[src/rtl/alu_arbiter.sv]
// Two-port front end for one shared combinational ALU: arbitrates, registers the operands,
// drives the ALU for one cycle and hands a registered result back to the winning requester.
module alu_arbiter #(
  parameter int XLEN      = 32,
  parameter int PRIO_MODE = 0
) (
  input  logic            clk,
  input  logic            rst,

  input  logic            req0_valid,
  output logic            req0_ready,
  input  logic [XLEN-1:0] req0_a,
  input  logic [XLEN-1:0] req0_b,
  input  logic [3:0]      req0_sel,
  output logic            resp0_valid,
  input  logic            resp0_ready,
  output logic [XLEN-1:0] resp0_result,
  output logic            resp0_zero,
  output logic            resp0_err,

  input  logic            req1_valid,
  output logic            req1_ready,
  input  logic [XLEN-1:0] req1_a,
  input  logic [XLEN-1:0] req1_b,
  input  logic [3:0]      req1_sel,
  output logic            resp1_valid,
  input  logic            resp1_ready,
  output logic [XLEN-1:0] resp1_result,
  output logic            resp1_zero,
  output logic            resp1_err,

  output logic [XLEN-1:0] alu_a,
  output logic [XLEN-1:0] alu_b,
  output logic [3:0]      alu_sel,
  input  logic [XLEN-1:0] alu_result,
  input  logic            alu_zero
);

  localparam logic [3:0] SEL_AND = 4'b0000;
  localparam logic [3:0] SEL_OR  = 4'b0001;
  localparam logic [3:0] SEL_ADD = 4'b0010;
  localparam logic [3:0] SEL_SUB = 4'b0100;
  localparam logic [3:0] SEL_SLT = 4'b1000;

  typedef enum logic [1:0] {
    IDLE = 2'd0,
    EXEC = 2'd1,
    RESP = 2'd2
  } state_t;

  state_t state;
  state_t next_state;

  logic            last_grant;
  logic            grant_any;
  logic            grant_id;
  logic            req_fire;
  logic            resp_fire;

  logic [XLEN-1:0] cap_a;
  logic [XLEN-1:0] cap_b;
  logic [3:0]      cap_sel;
  logic            cap_id;
  logic            cap_illegal;

  logic [XLEN-1:0] res_result;
  logic            res_zero;
  logic            res_err;

  function automatic logic sel_legal(input logic [3:0] s);
    return (s == SEL_AND) || (s == SEL_OR) || (s == SEL_ADD) ||
           (s == SEL_SUB) || (s == SEL_SLT);
  endfunction

  // Tie-break: round-robin favours whoever was not served last; fixed mode always favours req0.
  always_comb begin
    grant_any = 1'b0;
    grant_id  = 1'b0;
    if (req0_valid && req1_valid) begin
      grant_any = 1'b1;
      grant_id  = (PRIO_MODE != 0) ? 1'b0 : ~last_grant;
    end else if (req0_valid) begin
      grant_any = 1'b1;
      grant_id  = 1'b0;
    end else if (req1_valid) begin
      grant_any = 1'b1;
      grant_id  = 1'b1;
    end
  end

  assign req_fire  = (state == IDLE) && grant_any && !rst;
  assign resp_fire = (state == RESP) && (cap_id ? resp1_ready : resp0_ready);

  always_ff @(posedge clk) begin
    if (rst) begin
      state <= IDLE;
    end else begin
      state <= next_state;
    end
  end

  always_comb begin
    next_state = state;
    case (state)
      IDLE:    if (req_fire)  next_state = EXEC;
      EXEC:    next_state = RESP;
      RESP:    if (resp_fire) next_state = IDLE;
      default: next_state = IDLE;
    endcase
  end

  // The ALU only ever sees captured operands during a legal EXEC; otherwise it idles on a harmless ADD.
  always_comb begin
    req0_ready  = 1'b0;
    req1_ready  = 1'b0;
    resp0_valid = 1'b0;
    resp1_valid = 1'b0;
    alu_a       = '0;
    alu_b       = '0;
    alu_sel     = SEL_ADD;
    if (!rst) begin
      case (state)
        IDLE: begin
          req0_ready = grant_any && (grant_id == 1'b0);
          req1_ready = grant_any && (grant_id == 1'b1);
        end
        EXEC: begin
          if (!cap_illegal) begin
            alu_a   = cap_a;
            alu_b   = cap_b;
            alu_sel = cap_sel;
          end
        end
        RESP: begin
          resp0_valid = (cap_id == 1'b0);
          resp1_valid = (cap_id == 1'b1);
        end
        default: ;
      endcase
    end
  end

  always_ff @(posedge clk) begin
    if (rst) begin
      last_grant  <= 1'b1;
      cap_a       <= '0;
      cap_b       <= '0;
      cap_sel     <= SEL_ADD;
      cap_id      <= 1'b0;
      cap_illegal <= 1'b0;
    end else if (req_fire) begin
      last_grant  <= grant_id;
      cap_id      <= grant_id;
      cap_a       <= grant_id ? req1_a   : req0_a;
      cap_b       <= grant_id ? req1_b   : req0_b;
      cap_sel     <= grant_id ? req1_sel : req0_sel;
      cap_illegal <= !sel_legal(grant_id ? req1_sel : req0_sel);
    end
  end

  // Response registers load only at the end of EXEC, so they hold steady through any RESP stall.
  always_ff @(posedge clk) begin
    if (rst) begin
      res_result <= '0;
      res_zero   <= 1'b0;
      res_err    <= 1'b0;
    end else if (state == EXEC) begin
      if (cap_illegal) begin
        res_result <= '0;
        res_zero   <= 1'b0;
        res_err    <= 1'b1;
      end else begin
        res_result <= alu_result;
        res_zero   <= alu_zero;
        res_err    <= 1'b0;
      end
    end
  end

  assign resp0_result = res_result;
  assign resp0_zero   = res_zero;
  assign resp0_err    = res_err;
  assign resp1_result = res_result;
  assign resp1_zero   = res_zero;
  assign resp1_err    = res_err;

endmodule
[config.mk]
export PLATFORM = sky130hd
export DESIGN_NAME = alu_arbiter
export DESIGN_NICKNAME = d
export VERILOG_FILES = /design/src/rtl/alu_arbiter.sv
export SDC_FILE = /design/constraint.sdc
export NUM_CORES = 1
export LEC_CHECK = 0
export BUFFER_PORTS_ARGS = -buffer_cell sky130_fd_sc_hd__buf_2
export CELL_PAD_IN_SITES_DETAIL_PLACEMENT = 1
export CELL_PAD_IN_SITES_GLOBAL_PLACEMENT = 2
export CORE_MARGIN = 4
export CORE_UTILIZATION = 22
export CTS_BUF_LIST = sky130_fd_sc_hd__clkbuf_16
export DETAILED_ROUTE_END_ITERATION = 6
export GPL_ROUTABILITY_DRIVEN = 0
export PLACE_DENSITY_LB_ADDON = 0.1
export RECOVER_POWER = 100
export REMOVE_ABC_BUFFERS = 1
export SLEW_MARGIN = 20
export SYNTH_ARGS = -nofsm -noshare
export SYNTH_HDL_FRONTEND = slang
export SYNTH_SLANG_ARGS = --single-unit
[constraint.sdc]
create_clock -name clk -period 1.5 [get_ports clk]
set_input_delay 0.15 -clock clk [delete_from_list [all_inputs] [get_ports clk]]
set_output_delay 0.15 -clock clk [all_outputs]
set_load 0.01 [all_outputs]
==> flow_metrics.env <==
export IMPL_start_util_pct=22.4
export IMPL_synth_xor_area_share_pct=0
export IMPL_wl_met2_um=11300
export IMPL_worstHoldEndpoint="resp0_result[1]$_SDFFE_PP0N_"
export IMPL_status="finished with violations"
export IMPL_min_period_ns=1.76
export IMPL_synthFlopType="dfxtp_1"
export IMPL_grt_pass1_wl_um=28700
export IMPL_path_clk_slew_ns=0.08
export IMPL_ys_ff_latch=107
export IMPL_hold_viol_final=0
export IMPL_critPathArrivalTime_ns=1.61
export IMPL_worstHoldPathCells=2
export IMPL_wl_met1_um=9050
export IMPL_cts_tree="done"
export IMPL_antenna_found_initial=9
export IMPL_fmax_mhz=569
export IMPL_finalWorstSetupSlack_ns=-0.258
export IMPL_startpoint_type="flip-flop"
export IMPL_rows=52
export IMPL_syn_avg_cell_area_um2=9.93
export IMPL_hold_path_class="input port to flip-flop"
export IMPL_clock_sinks=107
export IMPL_synthArstFlopShare_pct=0
export IMPL_core_um2=20200
export IMPL_muxShareOfSynthArea_pct=1.32
export IMPL_regArea_um2=2150
export IMPL_routed_wl_um=22900
export IMPL_numPortBuffers=314
export IMPL_ys_types=31
export IMPL_p_comb_share_pct=22.6
export IMPL_yosys_area_top_type_share_pct=47.2
export IMPL_synth_top_family_by_area="compound AO/OA/AOI/OAI gates"
export IMPL_place_hpwl_um=14400
export IMPL_vias=5112
export IMPL_rr_startpoint="state[0]$_SDFFE_PP0P_"
export IMPL_fin_crit_sh_pct=117
export IMPL_rsz0062_at_grt="true"
export IMPL_first_global_vias=5073
export IMPL_required_ns=1.35
export IMPL_crit_path_max_fanout=4
export IMPL_fp_dieArea_um2=23000
export IMPL_worstHoldStart="alu_result[1]"
export IMPL_via_per_inst=4.83
export IMPL_worstSetupEndpointType="output pin"
export IMPL_netlist_instances=457
export IMPL_wire_per_inst_um=21.7
export IMPL_area_growth_pct=71.9
export IMPL_fillers=2380
export IMPL_multi_input_area_um2=2070
export IMPL_clock_tree_buffer_depth=2
export IMPL_clock_root_buffer="clkbuf_16"
export IMPL_worst_r2r_cell_count=8
export IMPL_first_pass_iters=7
export IMPL_fin_skew_ns=0.00806
export IMPL_slew_headroom_pct=51.9
export IMPL_clkPwrFrac_pct=35.0
export IMPL_synth_top_area_cell="dfxtp_1"
export IMPL_p_seq_share_pct=42.4
export IMPL_ys_warn_count=0
export IMPL_drv_slew=0
export IMPL_r2r_end="cap_a[9]$_SDFFE_PP0P_"
export IMPL_synth_most_common_cell="dfxtp_1"
export IMPL_grt_overflow_total=0
export IMPL_total_power_mw=7.55
export IMPL_p_per_area_nw_per_um2=969
export IMPL_synthAdderAreaFrac_pct=0.441
export IMPL_grt_max_degree=64
export IMPL_drtIter0Drc=415
export IMPL_drive_above_1_share_pct=48.3
export IMPL_numCtsBuffers=9
export IMPL_power_leakage_nw=3.55
export IMPL_synth_edf_count=0
export IMPL_p_sw_mw=2.11
export IMPL_maxCapViolations=0
export IMPL_die_w_um=152
export IMPL_synth_simple_area_share_pct=17.2
export IMPL_clock_latency_ns=0.35
export IMPL_top_layer="met5"
export IMPL_layout_nets=950
export IMPL_synth_compound_area_share_pct=22.4
export IMPL_h_tree_depth=3
export IMPL_tightestPinTransition_ns=0.721
export IMPL_route_met3_wl_um=2230
export IMPL_syn_cell_area_um2=4540
export IMPL_die_y_um=152
export IMPL_track_usage_pct=16.2
export IMPL_synthTopCellsByArea="dfxtp_1 47%, a222oi_1 14%, and2_1 9.2%"
export IMPL_worstSetupPathType="flip-flop to output pin"
export IMPL_setup_viol=137
export IMPL_synthTopCellsByCount="107 x dfxtp_1, 68 x nor2_1, 67 x and2_1"
export IMPL_ant_nets=0
export IMPL_ios=315
export IMPL_place_ws_ns=-0.0231
export IMPL_drc=2
export IMPL_yosysSeqAreaShare_pct=47.2
export IMPL_swShare_pct=27.9
export IMPL_violations="design-rule violations, negative setup slack"
export IMPL_p_int_mw=5.45
export IMPL_rrSetupSlack_ns=-0.20
export IMPL_peakVddDrop_mv=0.600
sequential cells by signal, indices dropped and copies added, names as in the netlist:
register / flops
cap_a: 32
cap_b: 32
cap_id: 1
cap_illegal: 1
cap_sel: 4
last_grant: 1
resp0_err: 1
resp0_result: 32
resp0_zero: 1
state: 2
power groups by stage:
stage	combinational [mW]	clock (mW)	sequential [mW]
floorplan	0.485	0	3.28
global placement	1.24	0	3.25
detailed placement	1.26	0	3.25
CTS	1.39	2.75	3.19
global route	1.85	2.87	3.23
finish	1.71	2.64	3.20
worst max path at each step:
stage / from / endpoint / slack [ns] / cells after the start
after floorplan: state[1]$_SDFFE_PP0P_ / alu_sel[1] / -3.51 / 3
after global placement: state[1]$_SDFFE_PP0P_ / alu_sel[2] / -0.008 / 6
after detailed placement: state[1]$_SDFFE_PP0P_ / resp0_result[22]$_SDFFE_PP0N_ / -0.02 / 5
after CTS: state[1]$_SDFFE_PP0P_ / alu_a[0] / -0.35 / 6
after global routing: state[1]$_SDFFE_PP0P_ / alu_a[27] / -0.34 / 6
final: state[0]$_SDFFE_PP0P_ / req0_ready / -0.26 / 6
layout by cell type, fill, tap and decap left out, drive strengths merged, types with 3 or more instances in the layout:
| cell | Yosys | layout |
|---|---|---|
| a22o | 34 | 34 |
| nor2 | 68 | 68 |
| and2 | 68 | 68 |
| dlygate4sd3 | 0 | 5 |
| a21oi | 3 | 3 |
| clkbuf | 12 | 94 |
| a222oi | 64 | 64 |
| mux2i | 6 | 6 |
| buf | 66 | 293 |
| inv | 3 | 4 |
| dfxtp | 107 | 107 |
| o21ai | 3 | 3 |
| nand2 | 5 | 6 |
| clkinv | 0 | 4 |
| diode | 0 | 8 |
| nor3 | 3 | 3 |
per-layer routing:
| layer | GRT usage, % | vias to the layer above |
|---|---|---|
| met5 | 0 | - |
| met4 | 5.62 | 6 |
| met3 | 6.25 | 26 |
| met2 | 27.3 | 267 |
| met1 | 18.8 | 2489 |
| li1 | - | 2324 |
cell families after synthesis:
kind of cell,count (synthesis)
AND/OR/NAND/NOR,152
adder cells (fa/ha/maj),2
buffers and inverters,81
flip-flops,107
AO/OA/AOI/OAI,109
multiplexers,6
final cells by class:
| cell class | count | area share [%] |
|---|---|---|
| repair buffers | 384 | 36.9 |
| flip-flops and latches | 107 | 27.5 |
| multi-input cells | 270 | 26.6 |
| well taps | 270 | 4.33 |
| clock buffers | 9 | 2.89 |
| clock inverters | 7 | 1.30 |
| diodes | 8 | 0.257 |
| inverters | 3 | 0.176 |
critical path: stages, from the launching register on:
cell and delay, ns:
dfxtp_4 0.36, buf_6 0.12, nor3_4 0.21, buf_4 0.14, and3_4 0.22, buf_12 0.12, buf_6 0.09
through the flow:
stage / setup TNS, ns / cell area [um2] / std cells / hold WS (ns) / utilization, %
final: -26.01 / 7800 / 1058 / 0.0172 / 38.5
after global routing: -37.11 / 7790 / 1056 / 0.00139 / 38.5
after CTS: -29.50 / 7010 / 1021 / 0.00199 / 34.6
after detailed placement: -0.298 / 6270 / 990 / 0.371 / 31.0
after global placement: -0.00842 / 6270 / 990 / 0.368 / 31.0
after floorplan: -395.33 / 4030 / 379 / 0.219 / -
timing repair:
action / CTS / global route
pin swaps: 71 / 28
resized for setup: 54 / 81
hold buffers: 5 / 0
buffers inserted: 8 / 7
hold endpoints to repair: 5 / 0
cloned: 2 / 22
setup endpoints to repair: 100 / 165
Note: power is estimated with default switching activity, not from simulation.
